[config.mk]
export PLATFORM = sky130hd
export DESIGN_NAME = pipe_stage_skid
export DESIGN_NICKNAME = d
export VERILOG_FILES = /design/src/rtl/pipe_stage_skid.sv
export SDC_FILE = /design/constraint.sdc
export NUM_CORES = 1
export LEC_CHECK = 0
export ABC_CLOCK_PERIOD_IN_PS = 10900
export CORE_MARGIN = 4
export CORE_UTILIZATION = 53
export CTS_CLUSTER_DIAMETER = 80
export DETAILED_ROUTE_END_ITERATION = 6
export GPL_ROUTABILITY_DRIVEN = 0
export GPL_TIMING_DRIVEN = 0
export PLACE_DENSITY = 0.86
export SYNTH_ARGS = -nofsm -noshare
export SYNTH_HDL_FRONTEND = slang
export SYNTH_SLANG_ARGS = --single-unit
[constraint.sdc]
create_clock -name clk -period 10.9 [get_ports clk]
set_input_delay 2.18 -clock clk [delete_from_list [all_inputs] [get_ports clk]]
set_output_delay 2.18 -clock clk [all_outputs]
set_load 0.005 [all_outputs]
[src/rtl/pipe_stage_skid.sv]
// Two-entry pipeline stage with a skid buffer: registered in_ready, bubble control
// on empty, synchronous flush, and a saturating back-pressure counter.
module pipe_stage_skid #(
  parameter int                 DATA_W      = 64,
  parameter int                 CTRL_W      = 24,
  parameter logic [CTRL_W-1:0]  BUBBLE_CTRL = {CTRL_W{1'b0}}
) (
  input  logic              clk,
  input  logic              rst,
  input  logic              in_valid,
  output logic              in_ready,
  input  logic [DATA_W-1:0] in_data,
  input  logic [CTRL_W-1:0] in_ctrl,
  input  logic              flush,
  output logic              out_valid,
  input  logic              out_ready,
  output logic [DATA_W-1:0] out_data,
  output logic [CTRL_W-1:0] out_ctrl,
  output logic [1:0]        occupancy,
  output logic [15:0]       stall_cnt
);

  typedef enum logic [1:0] {
    EMPTY = 2'd0,
    ONE   = 2'd1,
    FULL  = 2'd2
  } state_t;

  state_t              state_reg, state_next;
  logic [DATA_W-1:0]   main_data_reg, skid_data_reg;
  logic [CTRL_W-1:0]   main_ctrl_reg, skid_ctrl_reg;
  logic [1:0]          occupancy_reg, occupancy_next;
  logic [15:0]         stall_cnt_reg, stall_cnt_next;

  logic main_valid, skid_valid;
  logic accept, pop;
  logic load_main_in, load_main_skid, load_skid_in;

  // Valid bits are decoded from the state so skid-without-main cannot be represented.
  assign main_valid = (state_reg != EMPTY);
  assign skid_valid = (state_reg == FULL);

  assign in_ready  = !skid_valid;
  assign out_valid = main_valid;
  assign out_data  = main_data_reg;
  assign out_ctrl  = main_valid ? main_ctrl_reg : BUBBLE_CTRL;
  assign occupancy = occupancy_reg;
  assign stall_cnt = stall_cnt_reg;

  assign accept = in_valid & in_ready;
  assign pop    = main_valid & out_ready;

  always_comb begin
    state_next     = state_reg;
    load_main_in   = 1'b0;
    load_main_skid = 1'b0;
    load_skid_in   = 1'b0;
    if (flush) begin
      state_next = EMPTY;
    end else begin
      case (state_reg)
        EMPTY: begin
          if (accept) begin
            state_next   = ONE;
            load_main_in = 1'b1;
          end
        end
        ONE: begin
          if (accept && pop) begin
            load_main_in = 1'b1;
          end else if (accept) begin
            state_next   = FULL;
            load_skid_in = 1'b1;
          end else if (pop) begin
            state_next = EMPTY;
          end
        end
        FULL: begin
          if (pop) begin
            state_next     = ONE;
            load_main_skid = 1'b1;
          end
        end
        default: state_next = EMPTY;
      endcase
    end
  end

  always_comb begin
    occupancy_next = 2'd0;
    case (state_next)
      ONE:     occupancy_next = 2'd1;
      FULL:    occupancy_next = 2'd2;
      default: occupancy_next = 2'd0;
    endcase
  end

  always_comb begin
    stall_cnt_next = stall_cnt_reg;
    if (main_valid && !out_ready && !flush && (stall_cnt_reg != 16'hFFFF)) begin
      stall_cnt_next = stall_cnt_reg + 16'd1;
    end
  end

  always_ff @(posedge clk or posedge rst) begin
    if (rst) begin
      state_reg     <= EMPTY;
      occupancy_reg <= 2'd0;
      stall_cnt_reg <= 16'd0;
    end else begin
      state_reg     <= state_next;
      occupancy_reg <= occupancy_next;
      stall_cnt_reg <= stall_cnt_next;
    end
  end

  // Payload registers never clear on flush; only the valid state does.
  always_ff @(posedge clk or posedge rst) begin
    if (rst) begin
      main_data_reg <= '0;
      main_ctrl_reg <= '0;
    end else if (load_main_in) begin
      main_data_reg <= in_data;
      main_ctrl_reg <= in_ctrl;
    end else if (load_main_skid) begin
      main_data_reg <= skid_data_reg;
      main_ctrl_reg <= skid_ctrl_reg;
    end
  end

  always_ff @(posedge clk or posedge rst) begin
    if (rst) begin
      skid_data_reg <= '0;
      skid_ctrl_reg <= '0;
    end else if (load_skid_in) begin
      skid_data_reg <= in_data;
      skid_ctrl_reg <= in_ctrl;
    end
  end

endmodule

Yosys cells after proc, flatten, opt, wreduce, memory -nomap -nowiden:

Index checks and enable logic that the tools add are counted.
W data, S select, Z words.

* bitwise gates (word level): 2
* mux-type cells: 23
* eq/ne operators: 5
* add/sub/neg operators: 1
* reductions and logical operators: 10

Operators with widths (number)
* $mux W64: 2
* $mux W24: 3
* $add A16 B1 Y16 const B: 1
* $ne A16 B16 Y1 const B: 1
* $mux W2: 6
* $mux W1: 9
* $pmux W2 S3: 1
* $eq A2 B1 Y1 const B: 2
* $eq A2 B2 Y1 const B: 2
* $logic_and A1 B1 Y1: 4
* $pmux W2 S2: 1
* $reduce_bool A2 Y1: 2
* $logic_not A1 Y1: 3
* $and A1 B1 Y1: 2
* $logic_not A2 Y1: 1
* $pmux W1 S2: 1

* word-level logic and storage cells: 48
* bits in registers: 196
* input bits: 93

Depth between registers and ports, before layout:

Gate-level depths: netlist of the first run.

* depth after elaboration: 9
* gate-level depth with buffers: 7

Worst setup path after synthesis of the first run:

No wires, ideal clock.

* path type: in2reg
* start: input port out_ready
* end: register stall_cnt_reg[14] (netlist: stall_cnt[14])
* cell stages on the path: 5
* arrival time: 3430 ps
* setup slack: 7343 ps
* path through: or2_0 -> buf_2 -> nor4_1 -> and4_1 -> mux2_1

* word-level cells in the longest chain between the ends: 4

Ends and longest elaborated chain
* start: declaration: line 16 `input logic out_ready,`
* $logic_not A1 Y1: line 100 `if (main_valid && !out_ready && !flush && (stall_cnt_reg != 16'hFFFF)) begin`
* $logic_and A1 B1 Y1 (3 in a row): line 100
* end signal: assignment: line 113 `stall_cnt_reg <= stall_cnt_next;`
* end: declaration: line 33 `logic [15:0] stall_cnt_reg, stall_cnt_next;`

Every way passes these cells.
A chain may end at the register's enable or synchronous reset.

Final worst setup path of the first run:

* start: register state_reg[1]
* end: output port out_ctrl[4]

* word-level cells in the longest chain between the ends: 2

Ends and longest elaborated chain
* start: declaration: line 29 `state_t state_reg, state_next;`
* start signal: assignment: line 111 `state_reg <= state_next;`
* $reduce_bool A2 Y1: line 40 `assign main_valid = (state_reg != EMPTY);`
* $mux W24: line 46 `assign out_ctrl = main_valid ? main_ctrl_reg : BUBBLE_CTRL;`
* end: declaration: line 18 `output logic [CTRL_W-1:0] out_ctrl,`

Every way passes these cells.

==> results of run 1 <==
[power breakdown]
group / internal (uW) / leakage (uW) / total, uW / switching, uW
clock network: 349 / 0.000291 / 641 / 292
registers: 886 / 0.00243 / 975 / 89.0
logic: 258 / 0.00210 / 393 / 135
total: 1490 / 0.00481 / 2010 / 516
[metal layers]
layer | track usage | up-vias | wire length (microns)
met4 | 0.0878 | 0 | 497
li1 | - | 2681 | -
met1 | 0.299 | 3017 | 8340
met5 | 0 | - | 0
met2 | 0.389 | 192 | 10200
met3 | 0.0595 | 34 | 1060
[cells by family after synthesis]
kind of cell / count (synthesis) / share of synthesized area
AOI/OAI and AO/OA: 98 / 0.115
xor gates and xnor gates: 8 / 0.00855
adders and majority gates: 1 / 0.00153
buffers and inverters: 44 / 0.0238
DFF: 196 / 0.599
muxes: 93 / 0.128
and+or+nand+nor: 168 / 0.125
[per-stage QoR]
step                std cells  power, uW  area [sq um]  utilization  hold WS (ps)
floorplan                 608       1160          8190            -           470
global placement          996       1350         10400        0.689           478
detailed placement        997       1380         10500        0.691           485
CTS                      1029       2030         11100        0.732           501
global route             1029       2100         11100        0.732           508
finish                   1029       2010         11100        0.732           499
[layout make-up]
class	instances	area (sq um)	share of cell area
inverter	4	22.5	0.00203
clock buffer	17	425	0.0384
tap	188	235	0.0212
multi-input combinational	368	3090	0.279
sequential	196	4900	0.443
clock inverter	15	190	0.0172
timing repair buffer	201	2030	0.183
buffer	40	180	0.0163
[cell usage after synthesis (all sizes together)]
cell type    n
mux2i        2
or3          2
and4         1
clkbuf      24
nor4         7
xor2         7
mux2        91
nand3        4
o31ai        1
and3         2
o22a         1
a41oi        1
nand2b       1
nor2b        2
ha           1
xnor2        1
nand4        3
or2          3
a31oi        2
and2       112
buf         16
nor3b        3
dfrtp      196
a221o       88
or4          1
a21oi        5
nand2       11
nor2        10
inv          4
nor3         6
[final timing paths]
path                                         from           endpoint  slack (ps)  cells after the start
min in group asynchronous                     rst      stall_cnt[11]        2240                      2
worst min-delay path            skid_data_reg[16]  skid_data_reg[16]         500                      1
worst max-delay path                 state_reg[1]        out_ctrl[4]        6400                      5
worst max register to register       state_reg[0]   main_ctrl_reg[6]        8560                      6
worst min register to register  skid_data_reg[16]  skid_data_reg[16]         500                      1
max in group asynchronous                     rst        out_data[6]        7770                      3
==> impl_summary.txt, run 1 <==
----------------------------------------------------
[Run status]
  Status ... finished, final reports clean

[Setup path]
  Critical path capture point type ... primary output
  Buf/Inv on CP ... 3
  CP max stage cell ... sky130_fd_sc_hd__clkdlybuf4s50_1
  Largest stage delay on the critical path ... 450 ps
  Critical path fanouts, max ... 10
  Cells along the critical path ... nor2_1, inv_1, clkbuf_1, and2_1, clkdlybuf4s50_1
  Setup CP Type ... register to primary output
  Type of element launching the critical path ... register
  Critical path's top delay family ... buffers and inverters
  Required @ worst endpoint ... 8720 ps
  Arrival time worst endpoint ... 2320 ps

[Yosys]
  Synthesized instance count ... 608
  Synth Cell Area ... 0.00819 sq mm
  Number of register bits inferred by synthesis ... 196
  Fraction of the yosys area taken by sequential cells ... 0.599
  Area leader, netlist ... sky130_fd_sc_hd__dfrtp_1
  Leading post-synthesis cells by cell area ... sky130_fd_sc_hd__dfrtp_1, sky130_fd_sc_hd__mux2_2, sky130_fd_sc_hd__a221o_1
  Synthesized net count ... 702
  Number of different library cells in the post-synthesis netlist ... 38
  Area fraction of the dominant cell type after synthesis ... 0.599
  Post-synthesis area per instance ... 13.5 sq um
  Number of synthesis warnings ... 0

[Cells and area]
  Most common library cell in the layout ignoring fill and taps ... sky130_fd_sc_hd__clkdlybuf4s50_1
  Area overhead of the layout relative to synthesis ... 35.2%
  Final net count ... 922
  N_diodes ... 0
  Fraction of final layout cells sized beyond drive strength 1 ... 0.171
  Filler instances ... 1,012
  Commonest cells after routing, fill and taps aside ... sky130_fd_sc_hd__clkdlybuf4s50_1, sky130_fd_sc_hd__dfrtp_1, sky130_fd_sc_hd__and2_1, sky130_fd_sc_hd__mux2_2, sky130_fd_sc_hd__a221o_1

[STA]
  Share of the cycle needed by the critical path after routing ... 0.413
  Transition at the pin with the smallest max-transition slack ... 651 ps
  Hold Vio Cnt, Final ... 0
  Maximum operating frequency ... 222 MHz
  Number of slew-limit violations in the final report ... 0
  Tmin final ... 4500 ps
  Aggregate negative setup slack ... 0 ps
  Setup violators final ... 0
  Final Worst Setup Slack ... 6400 ps
  Max_slew headroom ... 0.566
  Clock skew ... 19.3 ps
  Setup repair after global routing missed its margin ... no

[Global routing]
  Total global routing track utilization ... 0.235
  Remaining global-route overflow ... 0
  Wire length of the first global-routing pass ... 33,000 microns
  Pin count of the biggest net entering global routing ... 105
  Number of antenna violations at the first check in global routing ... 0
  Number of global-route vias before repair ... 6,313

[Route]
  Average routed wire per standard cell ... 19.6 microns
  Post-detailed-route DRC marker count ... 0
  Antenna violation net count after detailed routing ... 0
  Routed wire length ... 20,100 microns
  Via total after detailed routing ... 5,924
  Number of detailed-routing iterations run before antenna repair ... 5
  Via density per instance ... 5.76
  Initial drt markers ... 357

[Power and ir drop]
  Pwr/cell area ... 181 mW/mm^2
  Highest ir drop seen on vdd ... 0.114 mV
  Leakage ... 0.00481 uW

[Clock tree]
  Clock transition at the registers of the reported paths ... 80 ps
  Clk Tree Root Cell ... sky130_fd_sc_hd__clkbuf_16
  Total clock buffers created by CTS ... 17
  Number of gates resized after CTS ... 0
  Hold_buf cts ... 0
  Number of levels the H-tree was split into ... 4
  Clk buf depth ... 2
  Insertion delay of the later-clocked pin in the worst-skew pair ... 430 ps
  Clock tree from TritonCTS ... built
  Buffers inserted by post-CTS timing repair ... 0
  Num Clock Sinks ... 196

[Floorplanning]
  Row Count ... 45
  Core outline area ... 0.0151 sq mm
  Initial Util ... 0.541
  I/O pin count ... 201
  DIE AREA ... 0.0175 sq mm
  Width of the die ... 132 microns
  Die Height ... 132 microns

[Run]
  MaxCap Viol Count ... 0

[Placement]
  Buffers added on ports ... 200
  Estimated wirelength of the detail-placed design ... 14,600 microns
  Placement Setup Slack ... 6370 ps

[Hold path]
  Worst hold path class ... register to register

----------------------------------------------------
Note: power is estimated with default switching activity, not from simulation.
==> run 2: changes to the inputs <==
==> config.mk (replaced) <==
export PLATFORM = sky130hd
export DESIGN_NAME = pipe_stage_skid
export DESIGN_NICKNAME = d
export VERILOG_FILES = /design/src/rtl/pipe_stage_skid.sv
export SDC_FILE = /design/constraint.sdc
export NUM_CORES = 1
export LEC_CHECK = 0
export ABC_CLOCK_PERIOD_IN_PS = 4100
export CORE_MARGIN = 4
export CORE_UTILIZATION = 45
export CTS_CLUSTER_DIAMETER = 80
export DETAILED_ROUTE_END_ITERATION = 6
export GPL_ROUTABILITY_DRIVEN = 0
export GPL_TIMING_DRIVEN = 0
export PLACE_DENSITY = 0.78
export SYNTH_ARGS = -nofsm -noshare
export SYNTH_HDL_FRONTEND = slang
export SYNTH_SLANG_ARGS = --single-unit
==> constraint.sdc (replaced) <==
create_clock -name clk -period 4.1 [get_ports clk]
set_input_delay 0.82 -clock clk [delete_from_list [all_inputs] [get_ports clk]]
set_output_delay 0.82 -clock clk [all_outputs]
set_load 0.005 [all_outputs]
==> run 2 against run 1 <==
Setup slack lost 5500 ps. First-iteration DRC count decreased by 24%. Routed wire length is 2.6% lower. Global-route usage down 3.9 points. Register-to-register slack got worse by 6800 ps. Total power rose to 2.6 times the previous value. Non-clock buffer count increased by 4. Hold slack worse by 4.1 ps. Utilization decreased by 11 points. Via count is 2.7% lower. Count of clock-buffer cells in the layout grew 3.
==> impl_summary.txt, run 2 (same netlist as run 1, synthesis figures left out) <==
----------------------------------------------------
[Setup path]
  Critical path's top delay family ... buffers and inverters
  Type of element launching the critical path ... register
  Number of cells on the worst reg-to-reg path ... 6 (unchanged)
  Critical path fanouts, max ... 10 (unchanged)
  Critical path capture point type ... primary output
  Setup CP Type ... register to primary output
  Arrival time worst endpoint ... 2340 ps (+20 ps)
  R2R Path End ... main_ctrl_reg[5]
  Source of the worst register-to-register timing path ... state_reg[0]
  Largest stage delay on the critical path ... 450 ps (about the same)
  Cells along the critical path ... nor2_1, inv_1, clkbuf_1, and2_1, clkdlybuf4s50_1
  Crit path launch ... state_reg[1]
  CP max stage cell ... sky130_fd_sc_hd__clkdlybuf4s50_1
  Required @ worst endpoint ... 3280 ps (-5440 ps)
  Buf/Inv on CP ... 3 (unchanged)
  Register-to-Register Setup Slack ... 1750 ps (-6810 ps)

[Clock tree]
  Hold_buf cts ... 0 (unchanged)
  Clk Tree Root Cell ... sky130_fd_sc_hd__clkbuf_16
  Num Clock Sinks ... 196 (unchanged)
  Clk buf depth ... 2 (unchanged)
  Number of levels the H-tree was split into ... 4 (unchanged)
  Insertion delay of the later-clocked pin in the worst-skew pair ... 420 ps (about the same)
  Number of gates resized after CTS ... 0 (unchanged)
  Clock tree from TritonCTS ... built
  Clock transition at the registers of the reported paths ... 70 ps (about the same)
  Total clock buffers created by CTS ... 17 (unchanged)
  Buffers inserted by post-CTS timing repair ... 0 (unchanged)

[Cells and area]
  Area overhead of the layout relative to synthesis ... 36.0%
  Post-Layout Inst Area ... 0.0111 sq mm (+0.54%)
  Commonest cells after routing, fill and taps aside ... sky130_fd_sc_hd__clkdlybuf4s50_1, sky130_fd_sc_hd__dfrtp_1, sky130_fd_sc_hd__and2_1, sky130_fd_sc_hd__mux2_2, sky130_fd_sc_hd__a221o_1
  Final net count ... 926 (+0.43%)
  Non-filler cells in the finished layout ... 1,072 (+4.2%)
  Most common library cell in the layout ignoring fill and taps ... sky130_fd_sc_hd__clkdlybuf4s50_1
  Fraction of final layout cells sized beyond drive strength 1 ... 0.172 (+0.000780)
  N_diodes ... 0 (unchanged)

[STA]
  Tmin final ... 3160 ps
  Share of the cycle needed by the critical path after routing ... 0.770
  Aggregate negative setup slack ... 0 ps (unchanged)
  Max_slew headroom ... 0.486 (-0.0801)
  Fin Hold WS ... 495 ps (-4.10 ps)
  Setup repair after global routing missed its margin ... no
  Transition at the pin with the smallest max-transition slack ... 768 ps (+117 ps)
  Maximum operating frequency ... 317 MHz
  Number of slew-limit violations in the final report ... 0 (unchanged)
  Setup violators final ... 0 (unchanged)
  Hold Vio Cnt, Final ... 0 (unchanged)
  Clock skew ... 6.10 ps (-13.2 ps)

[Power and ir drop]
  Switching Fraction ... 0.248 (-0.00877)
  Highest ir drop seen on vdd ... 0.268 mV (+140%)
  Leakage ... 0.00482 uW (+0.15%)
  Part of the total power dissipated in sequential elements ... 0.494 (+0.008)
  Switching power total ... 1290 uW (+150%)
  Internal power summed over all cells ... 3920 uW (+160%)
  Portion of total power attributed to combinational logic ... 0.199 (+0.004)
  Pwr/cell area ... 468 mW/mm^2 (+160%)
  Clock share of power ... 0.307 (-0.012)
  Overall power after layout ... 5210 uW (+160%)

[Hold path]
  Hold Path Cell Cnt ... 1 (unchanged)
  Launch instance of the worst min-delay path ... skid_data_reg[60]
  Worst hold path class ... register to register
  Capture endpoint of the worst hold path ... skid_data_reg[60]

[Route]
  Number of detailed-routing iterations run before antenna repair ... 4 (-1)
  Routed wire length ... 19,600 microns (-2.6%)
  Initial drt markers ... 271 (-24%)
  Post-detailed-route DRC marker count ... 0 (unchanged)
  Antenna violation net count after detailed routing ... 0 (unchanged)
  Via total after detailed routing ... 5,765 (-2.7%)
  Average routed wire per standard cell ... 18.3 microns (-6.5%)
  Via density per instance ... 5.38 (-6.6%)

[Global routing]
  Total global routing track utilization ... 0.196 (-0.0385)
  Remaining global-route overflow ... 0 (unchanged)
  Number of global-route vias before repair ... 5,917 (-6.3%)
  Pin count of the biggest net entering global routing ... 42 (-60%)
  Number of antenna violations at the first check in global routing ... 1 (+1)
  Wire length of the first global-routing pass ... 31,500 microns (-4.5%)

[Placement]
  Cell area after placement ... 0.0106 sq mm (+1.1%)
  Buffers added on ports ... 200 (unchanged)
  Placed cell count ... 1,042 (+4.5%)
  Estimated wirelength of the detail-placed design ... 14,300 microns (-2.2%)

[Floorplanning]
  Initial Util ... 0.456 (-0.0848)
  Width of the die ... 143 microns (+8.0%)
  Row Count ... 49 (+8.9%)
  Core outline area ... 0.0180 sq mm (+19%)
  I/O pin count ... 201 (unchanged)
  DIE AREA ... 0.0204 sq mm (+17%)
  Die Height ... 143 microns (+8.0%)

[Run status]
  Status ... finished, final reports clean

[Run]
  MaxCap Viol Count ... 0 (unchanged)

----------------------------------------------------
==> run 2: changes by cell type in the layout (fill, tap and decap cells not counted) <==
cell	previous run	this run
sky130_fd_sc_hd__buf_12	0	5
sky130_fd_sc_hd__buf_16	1	0
sky130_fd_sc_hd__bufinv_16	2	1
sky130_fd_sc_hd__clkbuf_1	24	25
sky130_fd_sc_hd__clkbuf_8	0	2
sky130_fd_sc_hd__clkinv_2	0	2
sky130_fd_sc_hd__clkinv_8	2	0
sky130_fd_sc_hd__inv_6	5	4
sky130_fd_sc_hd__inv_8	3	0
==> run 2: cell type report <==
cell class / instances / area, sq um
Clock inverter: 10 / 98.8
Timing Repair Buffer: 205 / 2100
Sequential cell: 196 / 4900
Multi-Input combinational cell: 368 / 3090
Inverter: 4 / 18.8
Buffer: 40 / 180
Clock buffer: 20 / 457
Fill cell: 1457 / 6820
Tap cell: 229 / 287
==> run 2: how the worst max path moves through the flow <==
stage	slack, ps	to	depth (start not counted)
2_1_floorplan	750	main_ctrl_reg[0]	1
3_3_place_gp	-810	skid_data_reg[28]	2
3_5_place_dp	840	main_ctrl_reg[5]	8
4_1_cts	890	out_ctrl[10]	5
5_1_grt	780	out_ctrl[22]	5
6_report	940	out_ctrl[8]	5
==> run 2: power by group through the flow <==
stage / sequential (uW) / combinational (uW) / clock (uW)
final: 2580 / 1040 / 1600
after global routing: 2630 / 1130 / 1720
after CTS: 2570 / 1060 / 1640
after detailed placement: 2600 / 1060 / 0
after global placement: 2590 / 1020 / 0
after floorplan: 2560 / 508 / 0
==> run 2: per-stage QoR <==
step / util / worst slack (ps)
after floorplan: - / 748
after global placement: 0.584 / -806
after detailed placement: 0.589 / 843
after CTS: 0.620 / 891
after global routing: 0.620 / 782
final: 0.620 / 942
==> run 2: layer usage <==
layer  vias up  track usage  share of wire  wire, microns
met5         -            0        0.00092             18
met4         2       0.0750          0.027            536
met1      2855        0.264           0.44           8570
met3        36       0.0425          0.050            973
met2       171        0.314           0.49           9510
li1       2701            -              -              -
==> run 3: changes to the inputs <==
--- a/config.mk
+++ b/config.mk
@@ -5,7 +5,7 @@
 export SDC_FILE = /design/constraint.sdc
 export NUM_CORES = 1
 export LEC_CHECK = 0
-export ABC_CLOCK_PERIOD_IN_PS = 4100
+export ABC_CLOCK_PERIOD_IN_PS = 2550
 export CORE_MARGIN = 4
 export CORE_UTILIZATION = 45
 export CTS_CLUSTER_DIAMETER = 80
==> constraint.sdc (replaced) <==
create_clock -name clk -period 2.55 [get_ports clk]
set_input_delay 0.51 -clock clk [delete_from_list [all_inputs] [get_ports clk]]
set_output_delay 0.51 -clock clk [all_outputs]
set_load 0.005 [all_outputs]
==> run 3 against run 2 <==
Cell count rose by 0.37%. Final area up 0.43%. Setup slack worse by 840 ps. Clock power up 61%. Combinational power rose by 62%. Global-route usage hardly changed. Critical path type unchanged. Largest cell class unchanged. Highest routed layer unchanged.
==> impl_summary.txt, run 3 (same netlist as run 1, synthesis figures left out) <==
----------------------------------------------------
[Run status]
  Status ... finished, final reports clean

[Clock tree]
  Clock transition at the registers of the reported paths ... 70 ps (about the same)
  Num Clock Sinks ... 196 (unchanged)
  Clk Tree Root Cell ... sky130_fd_sc_hd__clkbuf_16
  Insertion delay of the later-clocked pin in the worst-skew pair ... 420 ps (about the same)
  Clock tree from TritonCTS ... built
  Number of levels the H-tree was split into ... 4 (unchanged)
  Clk buf depth ... 2 (unchanged)
  Hold_buf cts ... 0 (unchanged)
  Total clock buffers created by CTS ... 17 (unchanged)

[Setup path]
  Arrival time worst endpoint ... 1940 ps (-400 ps)
  Critical path capture point type ... primary output
  Critical path fanouts, max ... 10 (unchanged)
  Buf/Inv on CP ... 3 (unchanged)
  Cells along the critical path ... nor2_4, inv_2, clkbuf_4, and2_1, clkdlybuf4s50_1
  Largest stage delay on the critical path ... 470 ps (+20 ps)
  Type of element launching the critical path ... register
  CP max stage cell ... sky130_fd_sc_hd__clkdlybuf4s50_1
  Required @ worst endpoint ... 2040 ps (-1240 ps)
  Critical path's top delay family ... buffers and inverters
  Setup CP Type ... register to primary output

[STA]
  Share of the cycle needed by the critical path after routing ... 0.959
  Setup violators final ... 0 (unchanged)
  Aggregate negative setup slack ... 0 ps (unchanged)
  Final Worst Setup Slack ... 104 ps (-838 ps)
  Tmin final ... 2450 ps
  Number of slew-limit violations in the final report ... 0 (unchanged)
  Maximum operating frequency ... 409 MHz
  Max_slew headroom ... 0.517 (+0.0307)
  Clock skew ... 6.43 ps (+0.326 ps)
  Transition at the pin with the smallest max-transition slack ... 723 ps (-44.8 ps)
  Hold Vio Cnt, Final ... 0 (unchanged)
  Setup repair after global routing missed its margin ... no

[Route]
  Average routed wire per standard cell ... 18.3 microns (+0.17%)
  Antenna violation net count after detailed routing ... 0 (unchanged)
  Via total after detailed routing ... 5,791 (+0.45%)
  Routed wire length ... 19,700 microns (+0.54%)
  Initial drt markers ... 265 (-2.2%)
  Via density per instance ... 5.38 (about the same)
  Post-detailed-route DRC marker count ... 0 (unchanged)
  Number of detailed-routing iterations run before antenna repair ... 4 (unchanged)

[Global routing]
  Number of antenna violations at the first check in global routing ... 1 (unchanged)
  Number of global-route vias before repair ... 5,932 (+0.25%)
  Pin count of the biggest net entering global routing ... 42 (unchanged)
  Total global routing track utilization ... 0.196 (+0.000214)
  Remaining global-route overflow ... 0 (unchanged)
  Wire length of the first global-routing pass ... 31,600 microns (+0.11%)

[Floorplanning]
  DIE AREA ... 0.0204 sq mm (unchanged)
  Core outline area ... 0.0180 sq mm (unchanged)
  Initial Util ... 0.456 (unchanged)
  Row Count ... 49 (unchanged)
  Die Height ... 143 microns (unchanged)
  Width of the die ... 143 microns (unchanged)
  I/O pin count ... 201 (unchanged)

[Power and ir drop]
  Pwr/cell area ... 750 mW/mm^2 (+60%)
  Leakage ... 0.00485 uW (+0.52%)
  Highest ir drop seen on vdd ... 0.432 mV (+61%)

[Cells and area]
  Share of the core filled with cells in the final layout ... 0.623 (+0.00265)
  Commonest cells after routing, fill and taps aside ... sky130_fd_sc_hd__clkdlybuf4s50_1, sky130_fd_sc_hd__dfrtp_1, sky130_fd_sc_hd__and2_1, sky130_fd_sc_hd__mux2_2, sky130_fd_sc_hd__a221o_1
  Area overhead of the layout relative to synthesis ... 36.6%
  N_diodes ... 0 (unchanged)
  Final net count ... 930 (+0.43%)
  Non-filler cells in the finished layout ... 1,076 (+0.37%)
  Most common library cell in the layout ignoring fill and taps ... sky130_fd_sc_hd__clkdlybuf4s50_1
  Fraction of final layout cells sized beyond drive strength 1 ... 0.184 (+0.0122)
  Post-Layout Inst Area ... 0.0112 sq mm (+0.43%)

[Placement]
  Placement Setup Slack ... -397 ps (-1240 ps)
  Placed cell count ... 1,042 (unchanged)
  Buffers added on ports ... 200 (unchanged)
  Cell area after placement ... 0.0106 sq mm (unchanged)
  Estimated wirelength of the detail-placed design ... 14,300 microns (unchanged)

[Hold path]
  Worst hold path class ... register to register

[Run]
  MaxCap Viol Count ... 0 (unchanged)

----------------------------------------------------
[run 3: changes by cell type in the layout (fill, tap and decap cells not counted), moves of 2 or more]
cell and change:
sky130_fd_sc_hd__dfrtp_1 -2, sky130_fd_sc_hd__nor2_1 -2, sky130_fd_sc_hd__dfrtp_2 +2, sky130_fd_sc_hd__buf_4 +4
sky130_fd_sc_hd__clkbuf_1 -2
[run 3: worst paths after layout]
kind / end / slack [ps] / depth (start not counted) / start
max: out_ctrl[22] / 100 / 5 / state_reg[1]
min: skid_data_reg[60] / 500 / 1 / skid_data_reg[60]
max reg2reg: main_ctrl_reg[5] / 260 / 6 / state_reg[0]
min reg2reg: skid_data_reg[60] / 500 / 1 / skid_data_reg[60]
max in group asynchronous: out_data[10] / 1110 / 4 / rst
min in group asynchronous: main_ctrl_reg[5] / 550 / 2 / rst
[run 3: what timing repair did]
item,CTS,global route
endpoints found under the setup margin,25,49
pin swaps,1,1
resized for setup,7,4
setup buffers,0,4
[run 3: layout make-up]
class	count	area [sq um]
Buffer	40	185
Clock buffer	20	457
Clock inverter	10	98.8
Fill cell	1454	6780
Inverter	4	18.8
Multi-Input combinational cell	368	3100
Sequential cell	196	4910
Tap cell	229	287
Timing Repair Buffer	209	2130
[run 3: power breakdown]
group	total, uW	internal (uW)	switching [uW]
combinational	1680	1120	560
clock	2580	1400	1170
sequential	4140	3790	353
total	8400	6310	2090
[run 3: stage by stage]
stage                     total power, uW  hold slack, ps
after floorplan                      4940             470
after global placement               5800             477
after detailed placement             5880             484
after CTS                            8470             499
after global routing                 8830             505
final                                8400             495
[run 3: worst register-to-register path, cell delays in order, from the launching register on]
cell and delay [ps]:
sky130_fd_sc_hd__dfrtp_2 450, sky130_fd_sc_hd__nand2b_1 230, sky130_fd_sc_hd__nor3b_4 510, sky130_fd_sc_hd__clkbuf_1 380
sky130_fd_sc_hd__clkbuf_1 350, sky130_fd_sc_hd__and2_1 190, sky130_fd_sc_hd__a221o_1 120
[run 3: routing by layer]
layer	GRT usage	vias to the layer above	share of wire	wire (microns)
met5	0	-	0.00091	18
met4	0.0750	2	0.026	503
met3	0.0425	34	0.048	952
met2	0.314	157	0.49	9640
met1	0.264	2889	0.44	8600
li1	-	2709	-	-
